===== config.mk =====
export PLATFORM = sky130hd
export DESIGN_NAME = reg_access_ctrl
export DESIGN_NICKNAME = d
export VERILOG_FILES = /design/src/rtl/reg_access_ctrl.sv
export SDC_FILE = /design/constraint.sdc
export NUM_CORES = 1
export LEC_CHECK = 0
export ABC_CLOCK_PERIOD_IN_PS = 1800
export BUFFER_PORTS_ARGS = -buffer_cell sky130_fd_sc_hd__clkbuf_2
export CORE_MARGIN = 2
export CORE_UTILIZATION = 46
export DETAILED_ROUTE_END_ITERATION = 6
export PLACE_DENSITY_LB_ADDON = 0.1
export SYNTH_ARGS = -nofsm -noshare
export SYNTH_HDL_FRONTEND = slang
export SYNTH_SLANG_ARGS = --single-unit

===== constraint.sdc =====
create_clock -name clk -period 1.8 [get_ports clk]
set_clock_uncertainty 0.15 [all_clocks]
set_input_delay 0.36 -clock clk [delete_from_list [all_inputs] [get_ports clk]]
set_output_delay 0.36 -clock clk [all_outputs]
set_load 0.05 [all_outputs]

===== src/rtl/reg_access_ctrl.sv =====
// reg_access_ctrl: arbitrates two requesters and sequences byte-wide commands to a 16-bit register.
// A load is issued as two byte writes; every other operation takes one command cycle.
module reg_access_ctrl #(
   parameter int FIXED_PRIO = 0
) (
   input  logic        clk,
   input  logic        rst,
   input  logic        a_req,
   input  logic [1:0]  a_op,
   input  logic [15:0] a_data,
   output logic        a_gnt,
   output logic        a_done,
   input  logic        b_req,
   input  logic [1:0]  b_op,
   input  logic [15:0] b_data,
   output logic        b_gnt,
   output logic        b_done,
   output logic [7:0]  I,
   output logic [1:0]  FunSel,
   output logic        LH,
   output logic        enable,
   output logic        busy
);
   typedef enum logic [1:0] {IDLE, EXEC, LOAD_LO, LOAD_HI} state_t;
   state_t      state_q, state_d;
   logic        win_q, win_d;
   logic        last_q, last_d;
   logic [1:0]  op_q, op_d;
   logic [15:0] data_q, data_d;
   logic        pick_b, gnt, done;
   always_ff @(posedge clk) begin
      if (rst) begin
         state_q <= IDLE;
         win_q   <= 1'b0;
         last_q  <= 1'b1;
         op_q    <= 2'b00;
         data_q  <= 16'h0000;
      end else begin
         state_q <= state_d;
         win_q   <= win_d;
         last_q  <= last_d;
         op_q    <= op_d;
         data_q  <= data_d;
      end
   end
   // win/last encode the requester: 0 = A, 1 = B
   always_comb begin
      pick_b  = (FIXED_PRIO != 0) ? !a_req : ((a_req && b_req) ? !last_q : !a_req);
      state_d = state_q;
      win_d   = win_q;
      last_d  = last_q;
      op_d    = op_q;
      data_d  = data_q;
      enable  = 1'b0;
      FunSel  = 2'b00;
      LH      = 1'b0;
      I       = 8'h00;
      done    = 1'b0;
      case (state_q)
         IDLE: begin
            if (a_req || b_req) begin
               win_d   = pick_b;
               last_d  = pick_b;
               op_d    = pick_b ? b_op : a_op;
               data_d  = pick_b ? b_data : a_data;
               state_d = (op_d == 2'b01) ? LOAD_LO : EXEC;
            end
         end
         EXEC: begin
            enable  = 1'b1;
            FunSel  = op_q;
            done    = 1'b1;
            state_d = IDLE;
         end
         LOAD_LO: begin
            enable  = 1'b1;
            FunSel  = 2'b01;
            I       = data_q[7:0];
            state_d = LOAD_HI;
         end
         LOAD_HI: begin
            enable  = 1'b1;
            FunSel  = 2'b01;
            LH      = 1'b1;
            I       = data_q[15:8];
            done    = 1'b1;
            state_d = IDLE;
         end
         default: state_d = IDLE;
      endcase
   end
   assign gnt    = (state_q == EXEC) || (state_q == LOAD_LO);
   assign a_gnt  = gnt && !win_q;
   assign b_gnt  = gnt && win_q;
   assign a_done = done && !win_q;
   assign b_done = done && win_q;
   assign busy   = state_q != IDLE;
endmodule


==> results.yml, run 1 <==
logic_synthesis:
  async_reset_ff_share_pct: 0
  syn_avg_cell_area_um2: 7.79
  yosysSeqAreaShare_pct: 35.1
  synthCells: 161
  synth_seq_cells: 22
  netlist_area_um2: 1250
  synth.distinct_cells: 29
  yosysWarnings: 0
  synth_ff_type: "dfxtp_1"
  syn-num-nets: 208
  synth_edf_count: 0
  synth_top_cell_by_area: "dfxtp_1"
  synth_top_area_share_pct: 35.1
  yosys-top-cells-area: "dfxtp_1 35%, nand2_1 11%, nor2_1 7.2%, ha_1 7.0%, a311oi_1 6.3%"
sta:
  worst-ep-kind: "top-level output"
  grt-worst-endpoint: "I[3]"
placed_design:
  io_buffers: 56
  place_congestion: 0.850
  hpwl_um: 2660
  dpl_cell_area_um2: 1790
die:
  row_count: 18
  die_h_um: 56.2
  start_util_pct: 49.7
  fp.dieW_um: 56.2
  ios: 57
clocking:
  numClockSinks: 22
  cts_buffers: 3
  clock_path_buffers: 2
  htree_levels: 1
  hold_buffers: 0
  cts_root_buf: "clkbuf_4"
global_routing:
  grt_max_degree: 19
  antenna_found_initial: 0
run_status:
  stop_stage: "global routing (5_1_grt)"
  first-error: "[ERROR DPL-0033] detailed placement checks failed during check placement."
  outcome: "aborted with a tool error"
cell usage after synthesis (2+ instances only):
cell type	number
nand2_1	37
nor2_1	24
dfxtp_1	22
a311oi_1	9
a22oi_1	8
a31oi_1	8
o21ai_0	8
ha_1	7
inv_1	5
buf_2	4
a21oi_1	3
buf_6	3
clkbuf_1	3
and2_1	2
mux2i_1	2
nand2b_1	2
nor2b_1	2
stage by stage:
step / setup slack (ns) / std cells
floorplan: -0.0760 / 161
global placement: -0.155 / 258
detailed placement: -0.179 / 258
CTS: -0.250 / 269
cells by family after synthesis:
logic type	synth area share, %
AOI/OAI and AO/OA	25.4
adders and majority gates	6.99
buffers and inverters	7.58
DFF	35.1
muxes	1.60
and+or+nand+nor	23.3
what timing repair did:
action | in CTS
setup endpoints to repair | 20
pin swaps | 13
resized for setup | 64
setup buffers | 8
endpoints found under the hold margin | 0
==> inputs of run 2 (changes only) <==
Settings changed: CORE_AREA set to 2 2 63 65, CORE_MARGIN 2 to unset, CORE_UTILIZATION 46 to unset, DIE_AREA set to 0 0 65 67, PLACE_DENSITY_LB_ADDON 0.1 to 0.15.
==> results.yml, run 2 <==
power_and_ir_drop:
  power_frac_comb_pct: 66.1
  internal-power_uw: 2180
  switchingPower_uw: 1590
  vdd_drop_max_mv: 0.978
  power_frac_clock_pct: 12.2
  powerDensity_nw_per_um2: 1440
  swShare_pct: 42.2
  leakage_uw: 0.00105
  seqPwrFrac_pct: 21.7
logic_synthesis:
  yosys-top-cells-area: "dfxtp_1 35%, nand2_1 11%, nor2_1 7.2%, ha_1 7.0%, a311oi_1 6.3%"
  synthCells: 161
  synth_top_cell_by_area: "dfxtp_1"
  netlist_area_um2: 1250
  yosysSeqAreaShare_pct: 35.1
  synth.area.mux_share_pct: 1.60
  synth_xor_area_share_pct: 0
  synth_top_area_share_pct: 35.1
  yosys.area_share.adder_pct: 6.99
  syn-num-nets: 208
  synth_simple_gate_area_share_pct: 23.3
  syn_avg_cell_area_um2: 7.79
  synth_edf_count: 0
  synth.most_common_cell: "nand2_1"
  synth.distinct_cells: 29
  yosysWarnings: 0
  synth_ff_type: "dfxtp_1"
  synth_common_cells: "37 x nand2_1, 24 x nor2_1, 22 x dfxtp_1"
  synth_top_family_by_area: "compound AO/OA/AOI/OAI gates"
  synth_seq_cells: 22
  synth_compound_area_share_pct: 25.4
  async_reset_ff_share_pct: 0
setup_path:
  crit_arrival_ns: 1.45
  crit_chain: "buf_6 > ha_4 > nor2_4 > buf_12 > nor2_4 > clkbuf_8"
  cp_slowest_cell: "dfxtp_2"
  cp_num_buf_inv: 3
  crit_family: "buffers and inverters"
  crit_fanout: 7
  slowest_delay_ns: 0.34
  worstSetupPathType: "register to output port"
  worstSetupStartpointType: "register"
  cp.required_ns: 1.29
  end_kind: "output port"
  cp_common_cell: "nor2_4"
global_routing:
  grt_max_degree: 40
  grt_pass1_wl_um: 6610
  grt_use_total_pct: 19.9
  grt_remaining_overflow: 0
  antenna_found_initial: 0
  first_global_vias: 1420
clocking:
  htree_levels: 1
  cts_root_buf: "clkbuf_8"
  numClockSinks: 22
  clock_path_buffers: 2
  cts_tree: "yes"
  insertion_delay_ns: 0.26
  cts_buffers: 3
  clk_pin_slew_worst_paths_ns: 0.08
cells_and_area:
  layout_commonest_cell: "clkbuf_2"
  nets: 289
  drive_gt1_share_pct: 67.2
  largest_register_ffs: 16
  antenna_cells: 0
  largest_register: "data_q"
  reg_top3: "data_q: 16 flops, op_q: 2 flops, state_q: 2 flops"
  syn2layout_area_growth_pct: 109
  layout_common_cells: "40 x clkbuf_2, 36 x nand2_1, 20 x dfxtp_1"
  num-fill-cells: 251
sta:
  hold_viol_final: 0
  slew_headroom_pct: 70.1
  slew_violations: 0
  worst_slack_ns: -0.163
  fmax_mhz: 509
  finalCritPeriodShare_pct: 109
  rsz0062_at_grt: "yes"
  tightest_slew_ns: 0.448
  fin_crit_ns: 1.96
  finalSetupTns_ns: -2.59
  setup_viol: 35
die:
  row_count: 22
  fp.dieW_um: 65
  ios: 57
  die_h_um: 67
  coreArea_um2: 3610
  die_area_um2: 4360
  start_util_pct: 34.8
placed_design:
  place_congestion: 0.740
  hpwl_um: 2770
  io_buffers: 56
  post-place-ws_ns: -0.0697
run_status:
  violations: "negative setup slack"
  outcome: "complete, but fails checks"
job:
  cap_violations: 0
hold_path:
  min_path_type: "input pin to register"
route:
  wire_per_inst_um: 17.6
  drt_pass1_iterations: 4
  ant_nets: 0
  num_vias: 1521
  drc: 0
  first_iter_violations: 90
  viasPerCell: 5.26
  wirelength_um: 5090
run 2: cell counts after synthesis:
Identical to the previous run, type by type.
run 2: tightest hold or removal path, stage by stage:
cell and delay [ns]:
clkbuf_2 0.08, nand2_1 0.05, a31oi_1 0.07
run 2: power groups by stage:
| stage | Clock (uW) | Sequential, uW | Combinational [uW] |
|---|---|---|---|
| after floorplan | 0 | 724 | 984 |
| after global placement | 0 | 730 | 1410 |
| after detailed placement | 0 | 735 | 1440 |
| after CTS | 466 | 769 | 1830 |
| after global routing | 494 | 832 | 2600 |
| final | 461 | 816 | 2490 |
run 2: layer usage:
metal  vias up  track usage [%]  part of all wire (%)
li1        725                -                     -
met5         -                0                     0
met4         0             4.26                   1.6
met3        10             3.72                   4.5
met2        56             36.1                    54
met1       730             24.4                    39
run 2: worst paths after layout:
check                          startpoint                 endpoint  slack [ns]  cells past startpoint
setup / recovery  state_q[0]$_SDFFE_PP0P_                     I[3]       -0.16                      6
hold / removal                  b_data[4]   data_q[4]$_SDFFE_PP0P_        0.18                      3
setup reg to reg  state_q[1]$_SDFFE_PP0P_      last_q$_SDFFE_PP1P_       -0.10                      8
hold reg to reg   data_q[12]$_SDFFE_PP0P_  data_q[12]$_SDFFE_PP0P_        0.39                      2
run 2: per-stage QoR:
stage / area, um2 / std cells / hold slack (ns) / power (uW) / utilization, %
2_1_floorplan: 1390 / 161 / 0.282 / 1710 / -
3_3_place_gp: 1810 / 271 / 0.337 / 2140 / 50.3
3_5_place_dp: 1810 / 271 / 0.343 / 2170 / 50.3
4_1_cts: 2250 / 279 / 0.175 / 3070 / 62.5
5_1_grt: 2620 / 289 / 0.181 / 3930 / 72.6
6_report: 2620 / 289 / 0.179 / 3770 / 72.6
run 2: layout make-up:
cell class / count / area (um2) / share of cell area [%]
multi-input combinational: 122 / 1140 / 43.5
timing repair buffer: 87 / 865 / 33.0
clock buffer: 3 / 41.3 / 1.58
inverter: 6 / 37.5 / 1.43
sequential: 22 / 445 / 17.0
tap: 48 / 60.1 / 2.29
clock inverter: 1 / 30.0 / 1.15
run 2: repair_timing:
| item | 4_1_cts | 5_1_grt |
|---|---|---|
| setup buffers | 4 | 3 |
| endpoints found under the hold margin | 0 | 0 |
| endpoints found under the setup margin | 27 | 36 |
| pin swaps | 14 | 13 |
| cloned | 0 | 7 |
| gates resized for setup | 67 | 49 |
| hold buffers | 0 | 0 |
run 2: logic make-up after synthesis:
family                   Yosys count
AND/OR/NAND/NOR                   70
AO/OA/AOI/OAI                     43
flip-flops                        22
buffers and inverters             17
adder cells (fa/ha/maj)            7
multiplexers                       2
(Power assumes the default switching activity.)
==> inputs of run 3 (changes only) <==
Settings changed: ABC_AREA set to 1, CELL_PAD_IN_SITES_DETAIL_PLACEMENT set to 1, CELL_PAD_IN_SITES_GLOBAL_PLACEMENT set to 2, CORE_AREA 2 2 63 65 to unset, CORE_MARGIN set to 2, CORE_UTILIZATION set to 24, DIE_AREA 0 0 65 67 to unset.
==> results.yml, run 3 <==
power_and_ir_drop:
  seqPwrFrac_pct: 24.4
  switchingPower_uw: 1390
  power.total_uw: 3240
  powerDensity_nw_per_um2: 1350
  leakage_uw: 0.00113
  power_frac_clock_pct: 14.3
  power_frac_comb_pct: 61.3
  swShare_pct: 42.9
  vdd_drop_max_mv: 0.737
  internal-power_uw: 1850
logic_synthesis:
  syn-num-nets: 246
  synth_top_area_share_pct: 32.4
  synth_ff_type: "dfxtp_1"
  syn_avg_cell_area_um2: 6.83
  synth.distinct_cells: 21
  synth_common_cells: "59 x nand2_1, 28 x inv_1, 22 x dfxtp_1"
  yosysWarnings: 0
  yosysSeqAreaShare_pct: 32.4
  synthCells: 199
  synth_seq_cells: 22
  netlist_area_um2: 1360
  yosys-top-cells-area: "dfxtp_1 32%, nand2_1 16%, o211ai_1 9.4%, inv_1 7.7%, nand3_1 6.6%"
  synth.most_common_cell: "nand2_1"
  synth_edf_count: 0
  async_reset_ff_share_pct: 0
  synth_top_cell_by_area: "dfxtp_1"
global_routing:
  grt_remaining_overflow: 0
  grt_use_total_pct: 15.9
  grt_pass1_wl_um: 7800
  antenna_found_initial: 0
  grt_max_degree: 35
  first_global_vias: 1608
route:
  first_iter_violations: 36
  num_vias: 1563
  wirelength_um: 4870
  wire_per_inst_um: 14.2
  viasPerCell: 4.56
  ant_nets: 0
  drt_pass1_iterations: 4
  drc: 0
cells_and_area:
  layout_commonest_cell: "nand2_1"
  nets: 319
  drive_gt1_share_pct: 47.6
  largest_register_ffs: 16
  multi_input_area_um2: 955
  reg_top3: "data_q: 16 flops, op_q: 2 flops, state_q: 2 flops"
  fin_util_pct: 43.8
  antenna_cells: 0
  regArea_um2: 448
  largest_register: "data_q"
  final_cells: 343
  syn2layout_area_growth_pct: 76.3
  layout_common_cells: "55 x nand2_1, 39 x clkbuf_2, 23 x inv_1"
  num-fill-cells: 690
run_status:
  outcome: "complete, but fails checks"
  violations: "negative setup slack"
setup_path:
  slowest_delay_ns: 0.40
  crit_chain: "buf_6 > ha_4 > buf_6 > nand2_2 > a21oi_4 > buf_8"
  worstSetupStartpointType: "register"
  cp_common_cell: "buf_6"
  worstSetupPathType: "register to output port"
  cp_slowest_cell: "dfxtp_4"
  crit_arrival_ns: 1.47
  crit_fanout: 6
  end_kind: "output port"
  cp.required_ns: 1.29
sta:
  fin_crit_ns: 1.98
  hold_viol_final: 0
  finalCritPeriodShare_pct: 110
  tightest_slew_ns: 0.292
  rsz0062_at_grt: "yes"
  setup_viol: 16
  slew_headroom_pct: 80.5
  slew_violations: 0
  fmax_mhz: 505
  worst_slack_ns: -0.182
placed_design:
  place_congestion: 0.711
  placedCellCount: 330
  hpwl_um: 3290
  io_buffers: 56
clocking:
  cts_buffers: 3
  insertion_delay_ns: 0.26
  cts_root_buf: "clkbuf_8"
  htree_levels: 1
  clk_pin_slew_worst_paths_ns: 0.08
  clock_path_buffers: 2
  cts_tree: "yes"
  hold_buffers: 0
  numClockSinks: 22
die:
  die_area_um2: 6280
  ios: 57
  die_h_um: 79.2
  fp.dieW_um: 79.2
  start_util_pct: 24.8
  coreArea_um2: 5470
  row_count: 27
job:
  cap_violations: 0
hold_path:
  min_path_type: "input pin to register"
-- run 3: changes by cell type after synthesis, sizes merged, moves of 10 or more --
cell	previous run	this run
nor2	24	12
inv	6	30
a311oi	10	0
nand2	38	66
o211ai	0	18
nand3	0	19
-- run 3: path summary, 6_finish.rpt --
check                                              from  slack, ns  depth (start not counted)                       to
worst max-delay path            state_q[0]$_SDFFE_PP0P_      -0.18                          6                     I[3]
worst min-delay path                                rst       0.17                          2  state_q[1]$_SDFFE_PP0P_
worst max register to register  state_q[0]$_SDFFE_PP0P_       0.08                          9  data_q[15]$_SDFFE_PP0P_
worst min register to register   data_q[0]$_SDFFE_PP0P_       0.36                          2   data_q[0]$_SDFFE_PP0P_
-- run 3: critical path, delay by kind of cell (launching register included) --
family / cells / cell delay [ns]
buf+inv: 3 / 0.41
fa+ha+maj: 1 / 0.17
compound gates: 1 / 0.14
flops: 1 / 0.40
simple gates: 1 / 0.09
-- run 3: power by group through the flow --
stage | Clock, uW | Sequential [uW] | Combinational (uW)
6_report | 464 | 790 | 1990
3_3_place_gp | 0 | 760 | 1480
3_5_place_dp | 0 | 760 | 1490
5_1_grt | 504 | 811 | 2150
4_1_cts | 478 | 780 | 1830
2_1_floorplan | 0 | 733 | 1050
-- run 3: final cells by class --
| cell class | instances | area share (%) |
|---|---|---|
| clock inverters | 1 | 1.25 |
| repair buffers | 78 | 29.5 |
| flip-flops and latches | 22 | 18.7 |
| multi-input cells | 136 | 39.8 |
| clock buffers | 3 | 1.72 |
| well taps | 72 | 3.76 |
| inverters | 31 | 5.22 |
-- run 3: timing repair --
action,in CTS,in global routing
buffers inserted,5,4
gates resized for setup,58,31
cloned,0,1
pin swaps,6,5
setup endpoints to repair,16,25
-- run 3: metal layers --
layer / wire length [um] / track usage (%) / vias up
met1: 2040 / 18.2 / 760
met5: 0 / 0 / -
met3: 169 / 3.18 / 2
li1: - / - / 775
met2: 2640 / 30.8 / 26
met4: 23 / 2.07 / 0
-- run 3: cell families after synthesis --
group / share of synthesized area [%]
AOI/OAI and AO/OA: 15.7
adders and majority gates: 6.45
and+or+nand+nor: 30.8
DFF: 32.4
buffers and inverters: 14.7
-- run 3: metrics by stage --
step / cell area, um2 / hold WS (ns) / setup TNS (ns) / setup WS (ns)
after detailed placement: 1920 / 0.340 / -0.545 / -0.0831
after floorplan: 1510 / 0.265 / -0.0760 / -0.0760
after global placement: 1920 / 0.334 / -0.457 / -0.0625
after global routing: 2400 / 0.179 / -2.91 / -0.228
final: 2400 / 0.171 / -1.96 / -0.182
after CTS: 2280 / 0.160 / -2.10 / -0.182
==> inputs of run 4 (changes only) <==
Settings changed: RECOVER_POWER set to 50.
==> results.yml, run 4 (synthesis gave the netlist of run 3 again) <==
die:
  ios: 57
  start_util_pct: 24.8
  row_count: 27
  coreArea_um2: 5470
  fp.dieW_um: 79.2
  die_area_um2: 6280
  die_h_um: 79.2
placed_design:
  place_congestion: 0.711
  hpwl_um: 3290
  post-place-ws_ns: -0.0831
  dpl_cell_area_um2: 1920
  io_buffers: 56
run_status:
  violations: "negative setup slack"
  outcome: "complete, but fails checks"
sta:
  tightest_slew_ns: 0.292
  worst_slack_ns: -0.183
  slew_violations: 0
  setup_viol: 16
  fmax_mhz: 504
  fin_crit_ns: 1.98
  slew_headroom_pct: 80.5
  finalCritPeriodShare_pct: 110
  finalSetupTns_ns: -1.97
  hold_viol_final: 0
  holdWs_ns: 0.162
  rsz0062_at_grt: "yes"
cells_and_area:
  reg_top3: "data_q: 16 flops, op_q: 2 flops, state_q: 2 flops"
  layout_common_cells: "55 x nand2_1, 39 x clkbuf_2, 23 x inv_1"
  nets: 319
  drive_gt1_share_pct: 46.9
  regArea_um2: 448
  antenna_cells: 0
  multi_input_area_um2: 951
  largest_register_ffs: 16
  largest_register: "data_q"
  layout_commonest_cell: "nand2_1"
  finalInstanceArea_um2: 2380
  syn2layout_area_growth_pct: 75.0
  num-fill-cells: 695
global_routing:
  antenna_found_initial: 0
  grt_max_degree: 35
  grt_use_total_pct: 15.9
  first_global_vias: 1608
  grt_pass1_wl_um: 7800
  grt_remaining_overflow: 0
route:
  first_iter_violations: 33
  wirelength_um: 4870
  num_vias: 1558
  ant_nets: 0
  viasPerCell: 4.54
  wire_per_inst_um: 14.2
  drc: 0
  drt_pass1_iterations: 4
setup_path:
  startpoint: "state_q[0]$_SDFFE_PP0P_"
  worstSetupStartpointType: "register"
  crit-reg2reg-launch: "state_q[0]$_SDFFE_PP0P_"
  reg2regPathDepth: 9
  end_kind: "output port"
  worstSetupPathType: "register to output port"
  crit_fanout: 6
  cp_slowest_cell: "dfxtp_4"
  crit_arrival_ns: 1.47
  cp.required_ns: 1.29
  slowest_delay_ns: 0.40
  crit_chain: "buf_6 > ha_4 > buf_6 > nand2_2 > a21oi_4 > buf_8"
  cp_common_cell: "buf_6"
clocking:
  insertion_delay_ns: 0.26
  htree_levels: 1
  cts_buffers: 3
  numClockSinks: 22
  hold_buffers: 0
  cts_root_buf: "clkbuf_8"
  cts_tree: "yes"
  clk_pin_slew_worst_paths_ns: 0.08
  clock_path_buffers: 2
hold_path:
  hold-path-cell-count: 2
  min_path_type: "input pin to register"
  holdCritStartpoint: "rst"
power_and_ir_drop:
  vdd_drop_max_mv: 0.725
  powerDensity_nw_per_um2: 1350
  power.total_uw: 3210
  leakage_uw: 0.00112
job:
  cap_violations: 0
[run 4: final timing paths]
| path | endpoint | slack (ns) |
|---|---|---|
| min | state_q[1]$_SDFFE_PP0P_ | 0.16 |
| max | I[3] | -0.18 |
| max reg2reg | data_q[12]$_SDFFE_PP0P_ | 0.06 |
| min reg2reg | data_q[0]$_SDFFE_PP0P_ | 0.36 |
[run 4: timing repair]
item	CTS	global route
resized for setup	58	31
buffers inserted	5	4
pin swaps	6	5
gates cloned	0	1
setup endpoints to repair	16	25
[run 4: critical path: cells and delay by family (launching register included)]
| kind | cells | cell delay, ns |
|---|---|---|
| simple gates | 1 | 0.09 |
| flops | 1 | 0.40 |
| fa+ha+maj | 1 | 0.17 |
| buf+inv | 3 | 0.41 |
| compound gates | 1 | 0.14 |
[run 4: final cells by class]
class / instances / share of cell area (%)
repair buffers: 78 / 29.1
multi-input cells: 136 / 40.0
well taps: 72 / 3.79
flip-flops and latches: 22 / 18.8
inverters: 31 / 5.26
clock buffers: 3 / 1.74
clock inverters: 1 / 1.26
[run 4: metal layers]
metal / global-route usage [%] / up-vias / share of wire, %
li1: - / 775 / -
met3: 3.18 / 2 / 3.4
met4: 2.07 / 0 / 0.47
met5: 0 / - / 0
met1: 18.2 / 755 / 42
met2: 30.8 / 26 / 54
[run 4: report_power, final]
group          internal, uW  switching (uW)  total (uW)  leakage [uW]
Clock                   297             168         465     0.0000357
Combinational           880            1070        1950      0.000902
Sequential              648             141         790      0.000184
Total                  1830            1380        3210       0.00112
[run 4: per-stage QoR]
stage | util [%] | instances
global route | 43.4 | 343
global placement | 35.1 | 330
floorplan | - | 199
finish | 43.4 | 343
CTS | 41.7 | 339
detailed placement | 35.1 | 330
